### config.mk
export PLATFORM = sky130hd
export DESIGN_NAME = vga_mem_arbiter
export DESIGN_NICKNAME = d
export VERILOG_FILES = /design/src/rtl/vga_mem_arbiter_pkg.sv /design/src/rtl/vga_mem_arbiter_sync_fifo.sv /design/src/rtl/vga_mem_arbiter.sv
export SDC_FILE = /design/constraint.sdc
export NUM_CORES = 1
export LEC_CHECK = 0
export CAP_MARGIN = 10
export CORE_MARGIN = 5
export CORE_UTILIZATION = 30
export DETAILED_ROUTE_END_ITERATION = 7
export GPL_TIMING_DRIVEN = 0
export SYNTH_ARGS = -nofsm -noshare
export SYNTH_HDL_FRONTEND = slang
export SYNTH_HIERARCHICAL = 1
export SYNTH_SLANG_ARGS = --single-unit
### constraint.sdc
create_clock -name clk -period 3.4 [get_ports clk]
set_input_delay 0.34 -clock clk [delete_from_list [all_inputs] [get_ports clk]]
set_output_delay 0.34 -clock clk [all_outputs]
set_load 0.05 [all_outputs]
### src/rtl/vga_mem_arbiter_pkg.sv
// Shared types and default geometry for the VGA frame-memory arbiter.
// The sizing helper keeps FIFO counter widths consistent across modules.
package vga_mem_arbiter_pkg;

   typedef enum logic [1:0] {
      ST_WAIT_VS = 2'd0,
      ST_FETCH   = 2'd1,
      ST_DONE    = 2'd2
   } state_t;

   localparam int DEF_ADDR_W     = 19;
   localparam int DEF_DATA_W     = 24;
   localparam int DEF_FRAME_PIX  = 307200;
   localparam int DEF_FIFO_DEPTH = 16;

   // Counter must hold the value DEPTH itself, hence one extra bit.
   function automatic int cnt_w(input int depth);
      return $clog2(depth) + 1;
   endfunction

endpackage

### src/rtl/vga_mem_arbiter_sync_fifo.sv
// Show-ahead synchronous FIFO with flush and occupancy count.
// The head entry is visible on o_head whenever the FIFO is non-empty.
module sync_fifo
   import vga_mem_arbiter_pkg::*;
#(
   parameter  int DATA_W = DEF_DATA_W,
   parameter  int DEPTH  = DEF_FIFO_DEPTH,
   localparam int CNT_W  = cnt_w(DEPTH),
   localparam int PTR_W  = $clog2(DEPTH)
)(
   input  logic              clk,
   input  logic              rstn,
   input  logic              i_flush,
   input  logic              i_push,
   input  logic [DATA_W-1:0] i_data,
   input  logic              i_pop,
   output logic [DATA_W-1:0] o_head,
   output logic              o_empty,
   output logic [CNT_W-1:0]  o_count
);

   logic [DATA_W-1:0] r_mem [DEPTH];
   logic [PTR_W-1:0]  r_wptr;
   logic [PTR_W-1:0]  r_rptr;
   logic [CNT_W-1:0]  r_count;
   logic              w_full;
   logic              w_push;
   logic              w_pop;

   assign o_empty = (r_count == '0);
   assign w_full  = (r_count == CNT_W'(DEPTH));
   assign w_push  = i_push & ~w_full;
   assign w_pop   = i_pop & ~o_empty;
   assign o_head  = r_mem[r_rptr];
   assign o_count = r_count;

   // Flush wins over a same-cycle push or pop.
   always_ff @(posedge clk or negedge rstn) begin
      if (!rstn) begin
         r_wptr  <= '0;
         r_rptr  <= '0;
         r_count <= '0;
      end else if (i_flush) begin
         r_wptr  <= '0;
         r_rptr  <= '0;
         r_count <= '0;
      end else begin
         if (w_push) r_wptr <= r_wptr + 1'b1;
         if (w_pop)  r_rptr <= r_rptr + 1'b1;
         r_count <= r_count + CNT_W'(w_push) - CNT_W'(w_pop);
      end
   end

   always_ff @(posedge clk) begin
      if (w_push && !i_flush) r_mem[r_wptr] <= i_data;
   end

endmodule

### src/rtl/vga_mem_arbiter.sv
// Single-port frame-memory arbiter: display prefetch reads with strict
// priority over image-processing writes, feeding a show-ahead pixel FIFO.
module vga_mem_arbiter
   import vga_mem_arbiter_pkg::*;
#(
   parameter int ADDR_W     = DEF_ADDR_W,
   parameter int DATA_W     = DEF_DATA_W,
   parameter int FRAME_PIX  = DEF_FRAME_PIX,
   parameter int FIFO_DEPTH = DEF_FIFO_DEPTH
)(
   input  logic              clk,
   input  logic              rstn,
   input  logic              vs,
   input  logic              pix_req,
   output logic [DATA_W-1:0] pix_data,
   output logic              underflow,
   input  logic              wr_req,
   input  logic [ADDR_W-1:0] wr_addr,
   input  logic [DATA_W-1:0] wr_data,
   output logic              wr_gnt,
   output logic              mem_en,
   output logic              mem_we,
   output logic [ADDR_W-1:0] mem_addr,
   output logic [DATA_W-1:0] mem_wdata,
   input  logic [DATA_W-1:0] mem_rdata
);

   localparam int              CNT_W     = cnt_w(FIFO_DEPTH);
   localparam logic [ADDR_W-1:0] LAST_ADDR = ADDR_W'(FRAME_PIX - 1);
   localparam logic [CNT_W:0]  DEPTH_C   = (CNT_W + 1)'(FIFO_DEPTH);

   state_t            r_state;
   logic [ADDR_W-1:0] r_rd_addr;
   logic              r_inflight;
   logic              r_vs_d;
   logic              r_underflow;

   logic              w_vs_rise;
   logic              w_rd;
   logic              w_gnt;
   logic              w_push;
   logic              w_pop;
   logic              w_empty;
   logic [CNT_W-1:0]  w_count;
   logic [CNT_W:0]    w_occ;
   logic [DATA_W-1:0] w_head;

   assign w_vs_rise = vs & ~r_vs_d;

   // Occupancy includes the read whose data lands next cycle, so the FIFO never overflows.
   assign w_occ  = {1'b0, w_count} + {{CNT_W{1'b0}}, r_inflight};
   assign w_rd   = (r_state == ST_FETCH) & ~w_vs_rise & (w_occ < DEPTH_C);
   assign w_gnt  = rstn & wr_req & ~w_rd;
   assign w_push = r_inflight & ~w_vs_rise;
   assign w_pop  = pix_req & ~w_empty;

   always_comb begin
      mem_en    = 1'b0;
      mem_we    = 1'b0;
      mem_addr  = '0;
      mem_wdata = '0;
      if (w_rd) begin
         mem_en   = 1'b1;
         mem_addr = r_rd_addr;
      end else if (w_gnt) begin
         mem_en    = 1'b1;
         mem_we    = 1'b1;
         mem_addr  = wr_addr;
         mem_wdata = wr_data;
      end
   end

   assign wr_gnt    = w_gnt;
   assign pix_data  = w_pop ? w_head : '0;
   assign underflow = r_underflow;

   // The last address of a frame is issued once; rd_addr parks there until the next vs edge.
   always_ff @(posedge clk or negedge rstn) begin
      if (!rstn) begin
         r_state     <= ST_WAIT_VS;
         r_rd_addr   <= '0;
         r_inflight  <= 1'b0;
         r_vs_d      <= 1'b0;
         r_underflow <= 1'b0;
      end else begin
         r_vs_d     <= vs;
         r_inflight <= w_rd;
         if (pix_req && w_empty) r_underflow <= 1'b1;
         if (w_vs_rise) begin
            r_state   <= ST_FETCH;
            r_rd_addr <= '0;
         end else if (w_rd) begin
            if (r_rd_addr == LAST_ADDR) r_state   <= ST_DONE;
            else                        r_rd_addr <= r_rd_addr + 1'b1;
         end
      end
   end

   sync_fifo #(
      .DATA_W (DATA_W),
      .DEPTH  (FIFO_DEPTH)
   ) u_fifo (
      .clk     (clk),
      .rstn    (rstn),
      .i_flush (w_vs_rise),
      .i_push  (w_push),
      .i_data  (mem_rdata),
      .i_pop   (w_pop),
      .o_head  (w_head),
      .o_empty (w_empty),
      .o_count (w_count)
   );

endmodule

* After elaboration in Yosys (flattened, before gate mapping)
Memory sizes are Yosys's and may differ from the RTL's. Index checks and enable logic that the tools add are counted.
Storage, ports and cells: bits in registers 37, memory bits (writable) 384, input bits 72, output and inout port bits 71, logic and storage cells 65, memories 1
Operators by class: add/subtract/negate cells 6, order comparisons 1, eq/ne operators 4, multiplexer cells 21, bitwise gates (word level) 14, reductions and logical operators 10
Memory list:
- u_fifo.r_mem | depth 16, width 24, rd ports 1, clocked after Yosys merged registers in 0, wr ports 1, RTL line vga_mem_arbiter_sync_fifo.sv:22 | logic [DATA_W-1:0] r_mem [DEPTH];
Operators with widths (number):
- 19-bit two-way mux | 5
- 24-bit two-way mux | 3
- 19-bit by 1-bit adder with 19-bit output (second input constant) | 1
- 19-bit == test (second input constant) | 1
- 4-bit two-way mux | 4
- 1-bit bitwise AND | 9
- 4-bit by 1-bit adder with 4-bit output (second input constant) | 2
- 2-bit nonzero test | 4
- 5-bit by 1-bit adder with 6-bit output | 1
- 6-bit by 5-bit < comparator with 1-bit output (second input constant) | 1
- 2-bit two-way mux | 3
- 5-bit by 1-bit adder with 5-bit output | 1
- 5-bit == test (second input constant) | 1
- 5-bit zero test | 1
- 1-bit two-way mux | 5
- 5-bit two-way mux | 1
- 1-bit NOT | 5
- 5-bit by 1-bit subtractor with 5-bit output | 1
- 2-bit AND reduction | 2
- 2-bit by 1-bit == test with 1-bit output (second input constant) | 1
- 1-bit logical AND | 2
- 2-bit by 1-bit inequality test with 1-bit output (second input constant) | 1
- 1-bit zero test | 1

* Depth between registers and ports, before layout
Gate-level depths: netlist (run 1).
depth in word-level cells 9, depth in mapped cells 17, mapped depth without buffers 16

* Hierarchy
Netlist (run 1), hierarchy kept.
Modules (own cells, without submodules):
- sync_fifo | instances 1, cells an instance 800, area each 15772.6 um^2, sequential area each 11856.4 um^2
- vga_mem_arbiter | instances 1, cells an instance 201, area each 1770.4 um^2, sequential area each 600.6 um^2

* Worst setup path after synthesis (run 1)
OpenSTA, ideal clock, no wires.
path type input port to flip-flop, from input vs, to memory u_fifo/r_mem[0][0] (netlist bit), enable pin, library setup time 435 ps, data arrival time 3147 ps, required time 2965 ps, path slack -182 ps, stages on the path 7, path buffers 1, path through nand2b_1 -> clkbuf_1 -> and2_1 -> inv_1 -> nor3_1 -> nand2_1 -> nor3_1
On the way: word-level cells in the longest chain between the ends 7, elaborated cells between the ends (all ways) 8, those cells by class 2 x mux; 4 x bitwise; 2 x reduce/logical
RTL lines:
- from (decl) | RTL line vga_mem_arbiter.sv:13 | input logic vs,
- 1-bit bitwise AND | RTL line vga_mem_arbiter.sv:48 | assign w_vs_rise = vs & ~r_vs_d;
- 1-bit NOT | RTL line vga_mem_arbiter.sv:54 | assign w_push = r_inflight & ~w_vs_rise;
- 1-bit bitwise AND | RTL line vga_mem_arbiter.sv:54
- via w_push | RTL line vga_mem_arbiter.sv:41 | logic w_push;
- 1-bit bitwise AND | RTL line vga_mem_arbiter_sync_fifo.sv:32 | assign w_push = i_push & ~w_full;
- 1-bit logical AND | RTL line vga_mem_arbiter_sync_fifo.sv:55 | if (w_push && !i_flush) r_mem[r_wptr] <= i_data;
- 1-bit two-way mux | RTL line vga_mem_arbiter_sync_fifo.sv:55
- 1-bit two-way mux (implied by the code) | RTL line vga_mem_arbiter_sync_fifo.sv:55
- to (decl) | RTL line vga_mem_arbiter_sync_fifo.sv:22
The timed path passes the listed nets, and every way through them passes these cells.

* Worst setup path in the final report (run 1)
from register u_fifo.r_count[4] (netlist: u_fifo/o_count[4]), to output mem_addr[11]
On the way: word-level cells in the longest chain between the ends 7
RTL lines:
- from (decl) | RTL line vga_mem_arbiter_sync_fifo.sv:25 | logic [CNT_W-1:0] r_count;
- from (signal assigned) | RTL line vga_mem_arbiter_sync_fifo.sv:50 | r_count <= r_count + CNT_W'(w_push) - CNT_W'(w_pop);
- 5-bit by 1-bit adder with 6-bit output * | RTL line vga_mem_arbiter.sv:51 | assign w_occ = {1'b0, w_count} + {{CNT_W{1'b0}}, r_inflight};
- 6-bit by 5-bit < comparator with 1-bit output * | RTL line vga_mem_arbiter.sv:52 | assign w_rd = (r_state == ST_FETCH) & ~w_vs_rise & (w_occ < DEPTH_C);
- 1-bit bitwise AND * | RTL line vga_mem_arbiter.sv:52
- via w_rd | RTL line vga_mem_arbiter.sv:39 | logic w_rd;
- 1-bit NOT | RTL line vga_mem_arbiter.sv:53 | assign w_gnt = rstn & wr_req & ~w_rd;
- 1-bit bitwise AND | RTL line vga_mem_arbiter.sv:53
- 19-bit two-way mux | RTL line vga_mem_arbiter.sv:65 | end else if (w_gnt) begin
- 19-bit two-way mux * | RTL line vga_mem_arbiter.sv:62 | if (w_rd) begin
- to (decl) | RTL line vga_mem_arbiter.sv:23 | output logic [ADDR_W-1:0] mem_addr,
The timed path passes the listed nets; every way through them passes the cells marked *.

==> impl_metrics.tcl, run 1 <==
set metrics [dict create \
    max_slew_margin_pct 29.53 \
    status "complete, no violations" \
    yosys.area_share.adder_pct 0.9700 \
    worst_ir_drop_vdd_v 0.0004381 \
    switching_power_mw 5.135 \
    synth_cells 1001 \
    core_area_um2 57810 \
    critical_path.max_fanout 10 \
    synth_enable_flop_cells 384 \
    endpoint_kind "output port" \
    place.detailed.hpwl_mm 28.01 \
    setup_viols_final 0 \
    register_to_register_setup_slack_ps 170 \
    layout-area-overhead-vs-synth_pct 23.85 \
    floorplan.initialDensity_pct 30.35 \
    dominantRegCellSynth "edfxtp_1" \
    post_route_cells_drive_above_1_share_pct 22.23 \
    synth_area_leaders "edfxtp_1 66%, mux4_2 6.2%, mux2i_1 5.6%" \
    total_grt_overflow 0 \
    yosys.area.top_type_share_pct 65.73 \
    cts.sink_count 421 \
    worst_setup_path_start_kind "register" \
    async_flop_share_pct 8.789 \
    peak_freq_mhz 305.1 \
    tightestPinTransition_ps 1055 \
    wl_per_cell_um 21.70 \
    clock_buffer_count_from_cts 45 \
    min_period_over_period_pct 96.41 \
    syn-num-nets 1086 \
    globalplace.congestion 0.8238 \
    drtPass1Iterations 5 \
    synthDistinctLibCells 56 \
    pwr-share-seq_pct 38.7 \
    final_hold_viol_count 0 \
    final_net_count 1294 \
    worst_min_delay_path_class "input port to register" \
    power.clock.fraction_pct 29.6 \
    synth_top_family_by_area "multiplexers" \
    totalNegativeSetupSlack_ps 0 \
    grt_util_all_layers_pct 13.50 \
    whs_ps 244.5 \
    clock-root-buffer "clkbuf_16" \
    grt_antenna_before_repair 0 \
    drtIter0Drc 583 \
    cts-root-to-sink-buffers 3 \
    max-cap-violations 0 \
    grt_start_max_net_pins 38 \
    synth.yosys.seq_area_share_pct 71.01 \
    die_height_um 251.8 \
    synth_area_um2 17540 \
    port-buffer-count 142 \
    power.internal_mw 10.50 \
    postSynthAreaPerCell_um2 17.53 \
    p_per_area_nw_per_um2 719.7 \
    timing.setup.critical_path_class "register to output port" \
    post_synth_xor_xnor_area_pct 0.6490 \
    floorplan_die_width_um 251.8 \
    muxShareOfSynthArea_pct 11.75 \
    full_die_area_um2 63410 \
    synth-compound-area-share_pct 7.118 \
    power.share.combinational_pct 31.7 \
    synth_commonest_cells "384 x edfxtp_1, 98 x mux2i_1, 51 x and2_1" \
    detail_route.vias_per_cell 4.910 \
    rows 88 \
    clkTransAtPathRegs_ps 60 \
    first_global_vias 10250 \
    post-synth-top-area-cell "edfxtp_1" \
    yosys.cell_count.top_type "edfxtp_1" \
    drt_drc_violations_left 0 \
    wirelength_mm 43.65 \
    n_antenna_cell 0 \
    drt.antenna.violating_nets 0 \
    cts_tree "done" \
    final_period_minus_worst_setup_slack_ps 3278 \
    ys.warnings.count 6 \
    clock_latency_ps 580 \
    unrepaired_setup_endpoints_after_global_routing "true" \
    synth-simple-area-share_pct 5.606 \
    ys_seq_elements 421 \
    fill_cells 5404 \
    cts_max_level 2 \
    p_sw_share_pct 32.84 \
    floorplan.io_pins 143 \
    worst-endpoint-arrival_ps 2940 \
    cp_data_required_time_ps 3060 \
    grt_pass1_wl_mm 64.78 \
    finClkSkew_ps 10.48 \
    finalMaxSlewViolations 0 \
    power.static_leakage_nw 7.519 \
    route.vias.total 9874 \
]
-- power by group through the flow --
stage	sequential, mW	clock (mW)	combinational [mW]
floorplan	6.14	0	3.43
global placement	6.15	0	4.90
detailed placement	6.16	0	5.06
CTS	6.05	4.75	5.01
global route	6.07	4.98	5.34
finish	6.05	4.62	4.96
-- final timing paths --
check | from | to | cells after the start
min in group asynchronous | rstn | r_rd_addr[10] | 3
max in group asynchronous | rstn | u_fifo/o_count[3] | 3
min reg2reg | underflow | underflow | 1
min | vs | r_vs_d | 1
max reg2reg | r_vs_d | u_fifo/r_mem[4][16] | 6
max | u_fifo/o_count[4] | mem_addr[11] | 6
-- metal layers --
| metal | track usage (%) | part of all wire [%] | up-vias | routed length (um) |
|---|---|---|---|---|
| li1 | - | - | 4431 | - |
| met1 | 18.47 | 44 | 5075 | 19340 |
| met2 | 22.22 | 48 | 318 | 20840 |
| met3 | 3.185 | 6.3 | 50 | 2735 |
| met4 | 2.807 | 1.7 | 0 | 730 |
| met5 | 0 | 0 | - | 0 |
-- final cells by class --
cell class	instances	area, um2	area share [%]
inverter	21	78.83	0.3628
clock buffer	57	1181	5.436
tap	765	957.2	4.405
buffer	57	456.7	2.102
sequential	421	12460	57.34
timing repair buffer	160	1568	7.216
multi-input combinational	503	4817	22.17
clock inverter	27	210.2	0.9675
-- stage by stage --
| step | util (%) | setup WS (ps) | cell area (um2) | std cells | total power, mW |
|---|---|---|---|---|---|
| 4_1_cts | 37.60 | -178.3 | 21740 | 2008 | 15.81 |
| 3_5_place_dp | 35.13 | -799.9 | 20310 | 1918 | 11.22 |
| 6_report | 37.59 | 122.2 | 21730 | 2011 | 15.64 |
| 2_1_floorplan | - | 306.2 | 17560 | 1001 | 9.565 |
| 3_3_place_gp | 34.50 | -1693 | 19940 | 1908 | 11.05 |
| 5_1_grt | 37.59 | -39.59 | 21730 | 2011 | 16.39 |
-- registers in the layout (all words and copies together), names as in the netlist --
signal and flops:
r_vs_d 1, u_fifo/r_rptr 4, r_inflight 1, underflow 1, r_rd_addr 19, u_fifo/o_count 5, r_state 2, u_fifo/r_mem 384
u_fifo/r_wptr 4
-- kinds of logic (layout without fill, tap and decap cells) --
logic type / after synthesis / in the layout
adder cells (fa/ha/maj): 13 / 13
AND/OR/NAND/NOR: 182 / 183
AO/OA/AOI/OAI: 148 / 148
buffers and inverters: 78 / 322
multiplexers: 146 / 146
flip-flops: 421 / 421
XOR/XNOR: 13 / 13
-- layout by cell type, fill, tap and decap left out, types with 9 or more instances in the layout --
| cell | instances |
|---|---|
| a221oi_2 | 29 |
| dlygate4sd2_1 | 29 |
| nor2_4 | 13 |
| clkdlybuf4s50_1 | 72 |
| o21ai_0 | 30 |
| clkinv_2 | 11 |
| mux4_2 | 48 |
| a221oi_1 | 19 |
| clkbuf_2 | 39 |
| dfrtp_1 | 36 |
| xor2_1 | 9 |
| buf_4 | 11 |
| mux2i_1 | 98 |
| clkbuf_1 | 21 |
| buf_6 | 14 |
| nand3_1 | 12 |
| clkbuf_16 | 45 |
| a22oi_1 | 24 |
| buf_2 | 11 |
| inv_1 | 19 |
| ha_1 | 11 |
| edfxtp_1 | 384 |
| nor2_1 | 19 |
| a22o_1 | 19 |
| and2_1 | 51 |
| nand2_1 | 40 |
-- timing repair --
item	CTS	global route
pin swaps	2	6
hold buffers	1	0
gates resized for setup	100	88
endpoints found under the hold margin	37	0
cloned	0	1
setup buffers	5	2
endpoints found under the setup margin	94	190
-- critical path: stages (launching register included) --
cell and delay, ps:
dfrtp_1 420, or3b_1 440, a211oi_4 330, buf_6 210, buf_2 240, a22o_1 170
dlygate4sd2_1 540
Power figures use the tool's default switching activity.
==> inputs of run 2 (changes only) <==
CORE_UTILIZATION = 29   (was 30)
GPL_TIMING_DRIVEN = unset   (was 0)
PLACE_DENSITY = 0.51   (was unset)
==> run 2 against run 1 <==
Effect of this change: register-to-register slack gained 100 ps; largest cell class unchanged; largest power group unchanged; worst setup slack gained 87 ps; die area grew 3.3%; maximum frequency grew 2.7%; sequential power grew 1%.
==> impl_metrics.tcl, run 2 (synthesis gave the netlist of run 1 again) <==
set metrics [dict create \
    clock_buffer_count_from_cts 46 \
    min_period_over_period_pct 93.85 \
    total_grt_overflow 0 \
    wirelength_mm 43.63 \
    grt_start_max_net_pins 38 \
    globalplace.congestion 0.7243 \
    worst_setup_path_start_kind "register" \
    hold_buffers 1 \
    core_area_um2 60130 \
    area_of_all_sequential_standard_cells_um2 12460 \
    worst_setup_sp "u_fifo/r_rptr[0]" \
    unrepaired_setup_endpoints_after_global_routing "false" \
    final_period_minus_worst_setup_slack_ps 3191 \
    hold_path.startpoint "vs" \
    layout-area-overhead-vs-synth_pct 24.38 \
    min_delay_worst_endpoint "r_vs_d" \
    die_height_um 256.0 \
    n_antenna_cell 0 \
    setup_viols_final 0 \
    port-buffer-count 142 \
    wl_per_cell_um 21.73 \
    instances_no_fill 2008 \
    post_route_cells_drive_above_1_share_pct 23.16 \
    cts_tree "done" \
    tightestPinTransition_ps 820.6 \
    cts.sink_count 421 \
    cts_max_level 2 \
    whs_ps 266.7 \
    fill_cells 5628 \
    floorplan_die_width_um 256.0 \
    fin_util_pct 36.29 \
    r2r-start "u_fifo/o_count[3]" \
    finalMaxSlewViolations 0 \
    power.static_leakage_nw 7.470 \
    power_mw 16.19 \
    critical_path.max_fanout 35 \
    finClkSkew_ps 27.24 \
    worstReg2RegEnd "u_fifo/o_count[4]" \
    floorplan.io_pins 143 \
    min_path_cells 1 \
    grt_pass1_wl_mm 65.16 \
    first_global_vias 10100 \
    post_cts_resized 0 \
    worst_ir_drop_vdd_v 0.0003560 \
    final_net_count 1273 \
    worst-endpoint-arrival_ps 2850 \
    peak_freq_mhz 313.4 \
    cts-root-to-sink-buffers 3 \
    most-common-layout-cells "384 x edfxtp_1, 98 x mux2i_1, 91 x buf_4" \
    worst_min_delay_path_class "input port to register" \
    status "complete, no violations" \
    max-cap-violations 0 \
    multiInputGateArea_um2 4723 \
    layout.cells.most_common "edfxtp_1" \
    drt_drc_violations_left 0 \
    final_hold_viol_count 0 \
    detail_route.vias_per_cell 4.828 \
    floorplan.initialDensity_pct 29.17 \
    drt.antenna.violating_nets 0 \
    place.detailed.hpwl_mm 26.87 \
    totalNegativeSetupSlack_ps 0 \
    post_cts.repair.setup_buffers 0 \
    placedCellCount 1921 \
    grt_antenna_before_repair 0 \
    clkTransAtPathRegs_ps 60 \
    reg2reg_depth 16 \
    clock_latency_ps 580 \
    rows 90 \
    cp_data_required_time_ps 3060 \
    p_per_area_nw_per_um2 741.9 \
    full_die_area_um2 65510 \
    route.vias.total 9695 \
    drtPass1Iterations 5 \
    timing.setup.critical_path_class "register to output port" \
    drtIter0Drc 554 \
    register_to_register_setup_slack_ps 270 \
    clock-root-buffer "clkbuf_16" \
    endpoint_kind "output port" \
    max_slew_margin_pct 45.29 \
    grt_util_all_layers_pct 13.05 \
    register_with_the_most_flip_flops "u_fifo/r_mem" \
    largest_reg_flops 384 \
]
-- run 2: cell count changes in the layout (fill, tap and decap cells not counted), sizes merged --
cell,change
clkdlybuf4s15,-9
dlygate4sd2,-29
clkdlybuf4s50,-1
nor2,-1
dlymetal6s2s,-1
inv,-1
clkinvlp,-1
clkbuf,-52
bufinv,+5
clkinv,-1
buf,+71
-- run 2: per-layer routing --
layer	wire length, um	global-route usage (%)
met1	19810	18.20
met2	20840	21.15
met3	2251	2.555
met4	723	3.253
met5	0	0
-- run 2: how the worst max path moves through the flow --
stage	end	slack [ps]	depth (start not counted)
floorplan	u_fifo/o_count[4]	310	17
global placement	u_fifo/o_count[4]	240	16
detailed placement	u_fifo/r_mem[1][9]	250	8
CTS	pix_data[22]	120	7
global route	u_fifo/o_count[4]	40	16
finish	pix_data[22]	210	7
-- run 2: cell type report --
class                   count  area share, %
inverters                  21         0.3612
clock buffers              57          5.464
clock inverters            29          1.542
well taps                 782          4.484
flip-flops and latches    421          57.11
repair buffers            196          9.392
multi-input cells         502          21.65
-- run 2: per-stage QoR --
step | area, um2 | worst slack [ps]
2_1_floorplan | 17560 | 306.2
3_3_place_gp | 20280 | 240.5
3_5_place_dp | 20280 | 253.1
4_1_cts | 21820 | 117.9
5_1_grt | 21820 | 37.44
6_report | 21820 | 209.0
-- run 2: power by group --
group | switching, mW | total, mW | internal [mW]
Sequential | 0.208 | 6.13 | 5.92
Clock | 2.01 | 5.04 | 3.03
Combinational | 2.86 | 5.02 | 2.16
-- run 2: critical path, cell delays in order, from the launching register on --
cell      delay, ps
dfrtp_4         650
buf_12          300
mux2i_1         120
a221oi_1        520
o21ai_0         170
nand2_1         140
and2_1          200
buf_12          150
